<file path="src/rtl/hazard_scoreboard_pkg.sv">
// Shared types for the issue-stage hazard scoreboard.
//
//   rv32i_type   : architectural register index and data word types.
//   hazard_types : scoreboard configuration defaults and counter type.
//
// No ports; compile these packages before the interface and modules.

package rv32i_type;

    typedef logic [4:0]  rv32i_reg;
    typedef logic [31:0] rv32i_word;

endpackage : rv32i_type

package hazard_types;

    // Default width of one per-register in-flight write counter.
    localparam int unsigned CNT_W_DEFAULT = 2;

    // x0..x31; x0 has no counter.
    localparam int unsigned NUM_REGS = 32;

    // Counter type at the default width.
    typedef logic [CNT_W_DEFAULT-1:0] sb_cnt_t;

endpackage : hazard_types

</file>
<file path="src/rtl/hazard_scoreboard_if.sv">
// Decode/execute handshake and writeback bus seen by hazard_scoreboard.
//
// Signals (named from the scoreboard's point of view):
//   valid_i, ready_i        decode holds an instruction / execute can accept
//   rs1_i, rs2_i, rd_i      source and destination register indices
//   use_rs1_i, use_rs2_i    instruction reads rs1 / rs2
//   rd_we_i                 instruction writes rd
//   wb_valid_i, wb_rd_i     regfile write completing this cycle
//   flush_i                 discard all in-flight tracking
//   valid_o, ready_o        issue to execute / decode may advance
//   hazard_o                current instruction blocked by the scoreboard
//   busy_o, err_o           any write in flight / sticky underflow flag
//   stall_cnt_o             count of cycles stalled by a hazard
//
// Modports: master = pipeline side driving the *_i signals,
//           slave  = the scoreboard.

interface hazard_scoreboard_if;

    import rv32i_type::*;

    logic      valid_i;
    logic      ready_i;
    rv32i_reg  rs1_i;
    rv32i_reg  rs2_i;
    rv32i_reg  rd_i;
    logic      use_rs1_i;
    logic      use_rs2_i;
    logic      rd_we_i;
    logic      wb_valid_i;
    rv32i_reg  wb_rd_i;
    logic      flush_i;

    logic      valid_o;
    logic      ready_o;
    logic      hazard_o;
    logic      busy_o;
    logic      err_o;
    rv32i_word stall_cnt_o;

    modport master (
        output valid_i, ready_i, rs1_i, rs2_i, rd_i,
               use_rs1_i, use_rs2_i, rd_we_i,
               wb_valid_i, wb_rd_i, flush_i,
        input  valid_o, ready_o, hazard_o, busy_o, err_o, stall_cnt_o
    );

    modport slave (
        input  valid_i, ready_i, rs1_i, rs2_i, rd_i,
               use_rs1_i, use_rs2_i, rd_we_i,
               wb_valid_i, wb_rd_i, flush_i,
        output valid_o, ready_o, hazard_o, busy_o, err_o, stall_cnt_o
    );

endinterface : hazard_scoreboard_if

</file>
<file path="src/rtl/hazard_scoreboard_cnt.sv">
// scoreboard_cnt: one saturating up/down counter tracking the writes in
// flight to a single architectural register.
//
// Ports:
//   clk    rising-edge clock
//   rst    asynchronous active-high reset, clears the count
//   clr_i  synchronous clear, wins over inc_i/dec_i
//   inc_i  a write to this register was issued
//   dec_i  a write to this register completed
//   cnt_o  current count (registered)
//
// inc_i and dec_i together leave the count unchanged. The count neither
// wraps above all-ones nor below zero.

module scoreboard_cnt
    import hazard_types::*;
#(
    parameter int unsigned CNT_W = CNT_W_DEFAULT
) (
    input  logic             clk,
    input  logic             rst,
    input  logic             clr_i,
    input  logic             inc_i,
    input  logic             dec_i,
    output logic [CNT_W-1:0] cnt_o
);

    logic [CNT_W-1:0] cnt_q;
    logic [CNT_W-1:0] cnt_d;

    always_comb begin
        cnt_d = cnt_q;
        if (clr_i) begin
            cnt_d = '0;
        end else if (inc_i && !dec_i && (cnt_q != '1)) begin
            cnt_d = cnt_q + CNT_W'(1);
        end else if (dec_i && !inc_i && (cnt_q != '0)) begin
            cnt_d = cnt_q - CNT_W'(1);
        end
    end

    always_ff @(posedge clk or posedge rst) begin
        if (rst) begin
            cnt_q <= '0;
        end else begin
            cnt_q <= cnt_d;
        end
    end

    assign cnt_o = cnt_q;

endmodule : scoreboard_cnt

</file>
<file path="src/rtl/hazard_scoreboard.sv">
// hazard_scoreboard: issue-stage register scoreboard for an RV32I pipeline.
// Tracks in-flight writes per register (x1..x31) and blocks issue of an
// instruction that reads a pending register or would overflow the counter
// of its destination.
//
// Ports:
//   clk   rising-edge clock
//   rst   asynchronous active-high reset (drops all tracking)
//   bus   hazard_scoreboard_if.slave -- decode handshake, writeback,
//         flush, status and stall counter (see the interface file)
//
// Parameters:
//   CNT_W  width of each per-register counter; at most 2^CNT_W-1 writes
//          may be in flight to one register.
//
// Build option:
//   WB_BYPASS_EN  when defined, a source whose only pending write is
//                 completing this cycle is not a hazard (the regfile writes
//                 through). When undefined, any pending write is a hazard.

module hazard_scoreboard
    import rv32i_type::*;
    import hazard_types::*;
#(
    parameter int unsigned CNT_W = CNT_W_DEFAULT
) (
    input  logic                clk,
    input  logic                rst,
    hazard_scoreboard_if.slave  bus
);

    // Entry 0 is tied to zero so x0 lookups never see a pending write.
    logic [NUM_REGS-1:0][CNT_W-1:0] cnt_vec;

    logic [NUM_REGS-1:1] inc_vec;
    logic [NUM_REGS-1:1] dec_vec;

    logic [CNT_W-1:0] rs1_cnt;
    logic [CNT_W-1:0] rs2_cnt;
    logic [CNT_W-1:0] rd_cnt;
    logic [CNT_W-1:0] wb_cnt;

    logic rs1_busy;
    logic rs2_busy;
    logic rd_full;
    logic hazard;
    logic issue;
    logic issue_wr;
    logic wb_hit;
    logic underflow;
    logic stall;

    logic      err_q;
    logic      err_d;
    rv32i_word stall_cnt_q;
    rv32i_word stall_cnt_d;

    // ------------------------------------------------------------------
    // Hazard detection (purely combinational from inputs and counters)
    // ------------------------------------------------------------------
    always_comb begin
        rs1_cnt = cnt_vec[bus.rs1_i];
        rs2_cnt = cnt_vec[bus.rs2_i];
        rd_cnt  = cnt_vec[bus.rd_i];

        rs1_busy = bus.use_rs1_i && (rs1_cnt != '0);
        rs2_busy = bus.use_rs2_i && (rs2_cnt != '0);
`ifdef WB_BYPASS_EN
        // Last pending write retiring this cycle: the read sees the new
        // value through the regfile, so the source is already safe.
        if (bus.wb_valid_i && (bus.wb_rd_i == bus.rs1_i) && (rs1_cnt == CNT_W'(1))) begin
            rs1_busy = 1'b0;
        end
        if (bus.wb_valid_i && (bus.wb_rd_i == bus.rs2_i) && (rs2_cnt == CNT_W'(1))) begin
            rs2_busy = 1'b0;
        end
`endif
        rd_full = bus.rd_we_i && (bus.rd_i != '0) && (rd_cnt == '1);

        hazard = bus.valid_i && (rs1_busy || rs2_busy || rd_full);
    end

    assign issue    = bus.valid_i && bus.ready_i && !hazard && !bus.flush_i;
    assign issue_wr = issue && bus.rd_we_i && (bus.rd_i != '0);
    assign stall    = bus.valid_i && bus.ready_i && hazard;

    // ------------------------------------------------------------------
    // Writeback bookkeeping
    // ------------------------------------------------------------------
    assign wb_cnt    = cnt_vec[bus.wb_rd_i];
    assign wb_hit    = bus.wb_valid_i && (bus.wb_rd_i != '0);
    assign underflow = wb_hit && (wb_cnt == '0);

    // Decrements are only requested for a non-zero count, so a same-cycle
    // issue to an idle register still counts up while err is raised.
    always_comb begin
        inc_vec = '0;
        dec_vec = '0;
        for (int unsigned i = 1; i < NUM_REGS; i++) begin
            inc_vec[i] = issue_wr && (bus.rd_i == rv32i_reg'(i));
            dec_vec[i] = wb_hit && (wb_cnt != '0) && (bus.wb_rd_i == rv32i_reg'(i));
        end
    end

    assign cnt_vec[0] = '0;

    for (genvar g = 1; g < NUM_REGS; g++) begin : g_cnt
        scoreboard_cnt #(
            .CNT_W (CNT_W)
        ) u_cnt (
            .clk   (clk),
            .rst   (rst),
            .clr_i (bus.flush_i),
            .inc_i (inc_vec[g]),
            .dec_i (dec_vec[g]),
            .cnt_o (cnt_vec[g])
        );
    end

    // ------------------------------------------------------------------
    // Sticky error and stall counter
    // ------------------------------------------------------------------
    always_comb begin
        err_d       = err_q || underflow;
        stall_cnt_d = stall_cnt_q;
        if (stall) begin
            stall_cnt_d = stall_cnt_q + 32'd1;
        end
    end

    always_ff @(posedge clk or posedge rst) begin
        if (rst) begin
            err_q       <= 1'b0;
            stall_cnt_q <= '0;
        end else begin
            err_q       <= err_d;
            stall_cnt_q <= stall_cnt_d;
        end
    end

    // ------------------------------------------------------------------
    // Outputs
    // ------------------------------------------------------------------
    assign bus.hazard_o    = hazard;
    assign bus.valid_o     = issue;
    assign bus.ready_o     = bus.ready_i && !hazard;
    assign bus.busy_o      = |cnt_vec;
    assign bus.err_o       = err_q;
    assign bus.stall_cnt_o = stall_cnt_q;

endmodule : hazard_scoreboard

</file>
<file path="src/flat_wrapper.sv">
// flat-port wrapper written by rule: the top's interface ports become plain ports
module hazard_scoreboard_flat import rv32i_type::*; import hazard_types::*;
#(
    parameter int unsigned CNT_W = CNT_W_DEFAULT
)
  (clk, rst, bus_valid_i, bus_ready_i, bus_rs1_i, bus_rs2_i, bus_rd_i, bus_use_rs1_i, bus_use_rs2_i, bus_rd_we_i, bus_wb_valid_i, bus_wb_rd_i, bus_flush_i, bus_valid_o, bus_ready_o, bus_hazard_o, bus_busy_o, bus_err_o, bus_stall_cnt_o);
  hazard_scoreboard_if bus_i ();
  input  logic clk;
  input  logic rst;
  input wire logic [$bits(bus_i.valid_i)-1:0] bus_valid_i;
  input wire logic [$bits(bus_i.ready_i)-1:0] bus_ready_i;
  input wire logic [$bits(bus_i.rs1_i)-1:0] bus_rs1_i;
  input wire logic [$bits(bus_i.rs2_i)-1:0] bus_rs2_i;
  input wire logic [$bits(bus_i.rd_i)-1:0] bus_rd_i;
  input wire logic [$bits(bus_i.use_rs1_i)-1:0] bus_use_rs1_i;
  input wire logic [$bits(bus_i.use_rs2_i)-1:0] bus_use_rs2_i;
  input wire logic [$bits(bus_i.rd_we_i)-1:0] bus_rd_we_i;
  input wire logic [$bits(bus_i.wb_valid_i)-1:0] bus_wb_valid_i;
  input wire logic [$bits(bus_i.wb_rd_i)-1:0] bus_wb_rd_i;
  input wire logic [$bits(bus_i.flush_i)-1:0] bus_flush_i;
  output wire logic [$bits(bus_i.valid_o)-1:0] bus_valid_o;
  output wire logic [$bits(bus_i.ready_o)-1:0] bus_ready_o;
  output wire logic [$bits(bus_i.hazard_o)-1:0] bus_hazard_o;
  output wire logic [$bits(bus_i.busy_o)-1:0] bus_busy_o;
  output wire logic [$bits(bus_i.err_o)-1:0] bus_err_o;
  output wire logic [$bits(bus_i.stall_cnt_o)-1:0] bus_stall_cnt_o;
  assign bus_i.valid_i = bus_valid_i;
  assign bus_i.ready_i = bus_ready_i;
  assign bus_i.rs1_i = bus_rs1_i;
  assign bus_i.rs2_i = bus_rs2_i;
  assign bus_i.rd_i = bus_rd_i;
  assign bus_i.use_rs1_i = bus_use_rs1_i;
  assign bus_i.use_rs2_i = bus_use_rs2_i;
  assign bus_i.rd_we_i = bus_rd_we_i;
  assign bus_i.wb_valid_i = bus_wb_valid_i;
  assign bus_i.wb_rd_i = bus_wb_rd_i;
  assign bus_i.flush_i = bus_flush_i;
  assign bus_valid_o = bus_i.valid_o;
  assign bus_ready_o = bus_i.ready_o;
  assign bus_hazard_o = bus_i.hazard_o;
  assign bus_busy_o = bus_i.busy_o;
  assign bus_err_o = bus_i.err_o;
  assign bus_stall_cnt_o = bus_i.stall_cnt_o;
  hazard_scoreboard #(.CNT_W(CNT_W)) u_core (.clk(clk), .rst(rst), .bus(bus_i));
endmodule
</file>
<file path="config.mk">
export PLATFORM = sky130hd
export DESIGN_NAME = hazard_scoreboard_flat
export DESIGN_NICKNAME = d
export VERILOG_FILES = /design/src/rtl/hazard_scoreboard_pkg.sv /design/src/rtl/hazard_scoreboard_if.sv /design/src/rtl/hazard_scoreboard_cnt.sv /design/src/rtl/hazard_scoreboard.sv /design/src/flat_wrapper.sv
export SDC_FILE = /design/constraint.sdc
export NUM_CORES = 1
export LEC_CHECK = 0
export CAP_MARGIN = 20
export CORE_MARGIN = 1
export CORE_UTILIZATION = 64
export CTS_CLUSTER_SIZE = 14
export DETAILED_ROUTE_END_ITERATION = 8
export GPL_TIMING_DRIVEN = 0
export PLACE_DENSITY = 0.87
export SETUP_SLACK_MARGIN = 0.05
export SYNTH_ARGS = -nofsm -noshare
export SYNTH_HDL_FRONTEND = slang
export SYNTH_HIERARCHICAL = 1
export SYNTH_SLANG_ARGS = --single-unit
</file>
<file path="constraint.sdc">
create_clock -name clk -period 5.59 [get_ports clk]
set_input_delay 1.118 -clock clk [delete_from_list [all_inputs] [get_ports clk]]
set_output_delay 1.118 -clock clk [all_outputs]
set_load 0.01 [all_outputs]
</file>
==> impl_metrics.env <==
export IMPL_outcome="completed"
export IMPL_wl_met3_mm=2.00
export IMPL_die_w_um=110
export IMPL_crit_path_end_kind="output port"
export IMPL_postPlaceCellArea_um2=8230
export IMPL_hp_start="u_core/bus.stall_cnt_o[31]"
export IMPL_wl_mm=21.0
export IMPL_synth_edf_count=0
export IMPL_grt_max_degree=40
export IMPL_met2_length_mm=9.80
export IMPL_hold_depth=1
export IMPL_hold_path_class="flip-flop to flip-flop"
export IMPL_antenna_found_initial=0
export IMPL_r2r_slack_ps=1310
export IMPL_min_period_ps=5400
export IMPL_yosys_warnings=6
export IMPL_die_area_um2=12000
export IMPL_syn_area_um2=7430
export IMPL_synth_most_common_cell="o21ai_0"
export IMPL_ys_types=45
export IMPL_highest_layer="met4"
export IMPL_synth_commonest_cells="96 x o21ai_0, 95 x dfrtp_1, 73 x nor2_1"
export IMPL_post_drt_wl_per_cell_um=19.3
export IMPL_core_um2=11100
export IMPL_synth_area_top_cells="dfrtp_1 32%, mux4_2 8.2%, xnor2_1 7.2%"
export IMPL_critPathKind="primary input to output port"
export IMPL_gp_congestion=0.987
export IMPL_final_area_um2=8600
export IMPL_reg2reg_depth=13
export IMPL_crit_path_max_fanout=10
export IMPL_hold_slack_ps=467
export IMPL_period_share=0.965
export IMPL_grt_total_usage=0.369
export IMPL_drt_initial_drc_count=825
export IMPL_fillCellCount=787
export IMPL_synth_top_cell_by_area="dfrtp_1"
export IMPL_internal_power_w=0.00121
export IMPL_cts_buffer_depth=2
export IMPL_num_vias=7145
export IMPL_cts_root_buf="clkbuf_16"
export IMPL_place_worst_setup_slack_ps=-345
export IMPL_worstHoldEndpoint="u_core/bus.stall_cnt_o[31]"
export IMPL_crit_path_start_kind="primary input"
export IMPL_fin_util=0.776
export IMPL_htreeDepth=3
export IMPL_avgSynthCellArea_um2=8.51
export IMPL_drive_gt1_frac=0.117
export IMPL_crit_start="bus_rd_i[2]"
export IMPL_swShare=0.262
export IMPL_clkTransAtPathRegs_ps=70
export IMPL_rsz0062_at_grt="false"
export IMPL_holdBufCountCts=0
export IMPL_drc=0
export IMPL_numCtsBuffers=9
export IMPL_dp_hpwl_mm=15.4
export IMPL_relSlewSlack=0.405
export IMPL_numPortBuffers=56
export IMPL_synth_ff_type="dfrtp_1"
export IMPL_synth_seq_cells=95
export IMPL_core_rowCount=38
export IMPL_cp_required_ps=4470
export IMPL_diodes=0
export IMPL_via_per_inst=6.56
export IMPL_power_density_nw_per_um2=191
export IMPL_globalRouteOverflowTotal=0
export IMPL_tritoncts="done"
export IMPL_initial_utilization=0.670
export IMPL_fin_skew_ps=7.18
export IMPL_clkSinkCount=95
export IMPL_firstDrtPassIters=6
export IMPL_combPwrFrac=0.139
export IMPL_hold_viol=0
export IMPL_synth_net_count=903
export IMPL_ios=66
export IMPL_arrival_ps=4280
export IMPL_wl_met1_mm=8.26
export IMPL_synth_top_area_frac=0.320
export IMPL_power_frac_seq=0.440
export IMPL_grt_pass1_wl_mm=33.3
export IMPL_final_setup_viol_count=0
export IMPL_fin_ws_ps=195
export IMPL_reg2reg_to="u_core/g_cnt[13].u_cnt/cnt_o[1]"
export IMPL_final_cells=1089
export IMPL_syn_to_final_growth_pct=15.8
export IMPL_yosysSeqAreaShare=0.320
export IMPL_place_inst=1072
export IMPL_cellLeakagePower_nw=3.18
export IMPL_max_freq_ghz=0.185
export IMPL_clk_insertion_delay_late_ps=360
export IMPL_rr_startpoint="u_core/g_cnt[10].u_cnt/cnt_o[0]"
export IMPL_worst_pin_slew_ps=884
export IMPL_vdd_drop_max_mv=0.256
export IMPL_finalNetCount=974
export IMPL_maxCapViolations=0
export IMPL_drv_slew=0
export IMPL_synthArstFlopShare=1.00
export IMPL_pwr_share_clk=0.421
export IMPL_p_switching_w=0.000429
export IMPL_die_y_um=110
export IMPL_postSynthCellCount=873
export IMPL_postRouteAntennaNets=0
export IMPL_grt_pass1_vias=6757
-- cells in the final DEF (no fill, tap or decap), types with 3 or more instances in the layout --
| master | n |
|---|---|
| and4_1 | 3 |
| o21ai_0 | 96 |
| o211ai_1 | 6 |
| dfrtp_1 | 95 |
| nand3_1 | 25 |
| buf_2 | 8 |
| or2_2 | 4 |
| clkbuf_16 | 9 |
| a21oi_1 | 72 |
| and2_1 | 37 |
| a221oi_1 | 3 |
| nand2b_1 | 9 |
| and2b_2 | 31 |
| mux2_2 | 8 |
| mux2i_1 | 32 |
| inv_1 | 70 |
| nor3_1 | 27 |
| o2111ai_1 | 3 |
| xnor2_1 | 61 |
| clkbuf_1 | 15 |
| a211o_1 | 3 |
| and3_1 | 13 |
| nand2_1 | 29 |
| clkdlybuf4s50_1 | 54 |
| mux4_2 | 27 |
| nor3b_1 | 34 |
| nand4_1 | 30 |
| nor2_1 | 73 |
| buf_1 | 5 |
| nor2b_1 | 9 |
| nor4_1 | 20 |
| buf_4 | 5 |
-- cell type report --
class	instances	area (um2)	share of cell area
sequential	95	2380	0.277
inverter	70	263	0.0306
tap	140	175	0.0204
timing repair buffer	61	641	0.0745
buffer	33	160	0.0186
clock buffer	10	239	0.0278
multi-input combinational	674	4650	0.541
clock inverter	6	92.6	0.0108
-- cells by family after synthesis --
kind of cell	count (synthesis)	share of synthesized area
buf+inv	104	0.0564
simple gates	352	0.272
flops	95	0.320
compound gates	192	0.140
xor+xnor	62	0.0731
fa+ha+maj	1	0.00168
mux	67	0.137
-- state kept, by name (all words and copies together), names as in the netlist --
name,count
u_core/bus.err_o,1
u_core/bus.stall_cnt_o,32
u_core/g_cnt.u_cnt/cnt_o,62
-- worst max-delay path by stage --
stage             endpoint  slack (ps)  cells past startpoint
6_report       bus_valid_o         190                     12
5_1_grt        bus_valid_o          80                     12
4_1_cts        bus_valid_o         160                     13
3_5_place_dp   bus_valid_o        -340                     12
3_3_place_gp   bus_valid_o        -300                     12
2_1_floorplan  bus_valid_o        1140                      9
-- critical path: stages --
cell and delay (ps):
clkdlybuf4s50_1 480, buf_4 210, nor2b_1 200, o211ai_1 120
and4_1 230, a311oi_2 370, nand4_1 190, or3_1 370
buf_2 190, buf_2 210, inv_1 70, clkdlybuf4s50_1 520
-- power groups by stage --
stage | Clock (W) | Sequential [W] | Combinational (W)
after global placement | 0 | 0.000733 | 0.000209
after CTS | 0.000697 | 0.000722 | 0.000223
after global routing | 0.000728 | 0.000724 | 0.000247
after detailed placement | 0 | 0.000734 | 0.000217
final | 0.000689 | 0.000721 | 0.000227
after floorplan | 0 | 0.000738 | 0.000108
-- metrics by stage --
stage,power [W],setup TNS (ps)
floorplan,0.000847,0
global placement,0.000942,-298
detailed placement,0.000951,-345
CTS,0.00164,0
global route,0.00170,0
finish,0.00164,0
-- per-layer routing --
| layer | vias to the layer above | global-route usage |
|---|---|---|
| met5 | - | 0 |
| met4 | 0 | 0.196 |
| met3 | 87 | 0.0901 |
| met2 | 433 | 0.589 |
| met1 | 3365 | 0.463 |
| li1 | 3260 | - |
-- what timing repair did --
action | 4_1_cts | 5_1_grt
setup endpoints to repair | 1 | 1
pin swaps | 1 | 2
buffers inserted | 1 | 1
gates resized for setup | 5 | 9
Power figures use the tool's default switching activity.
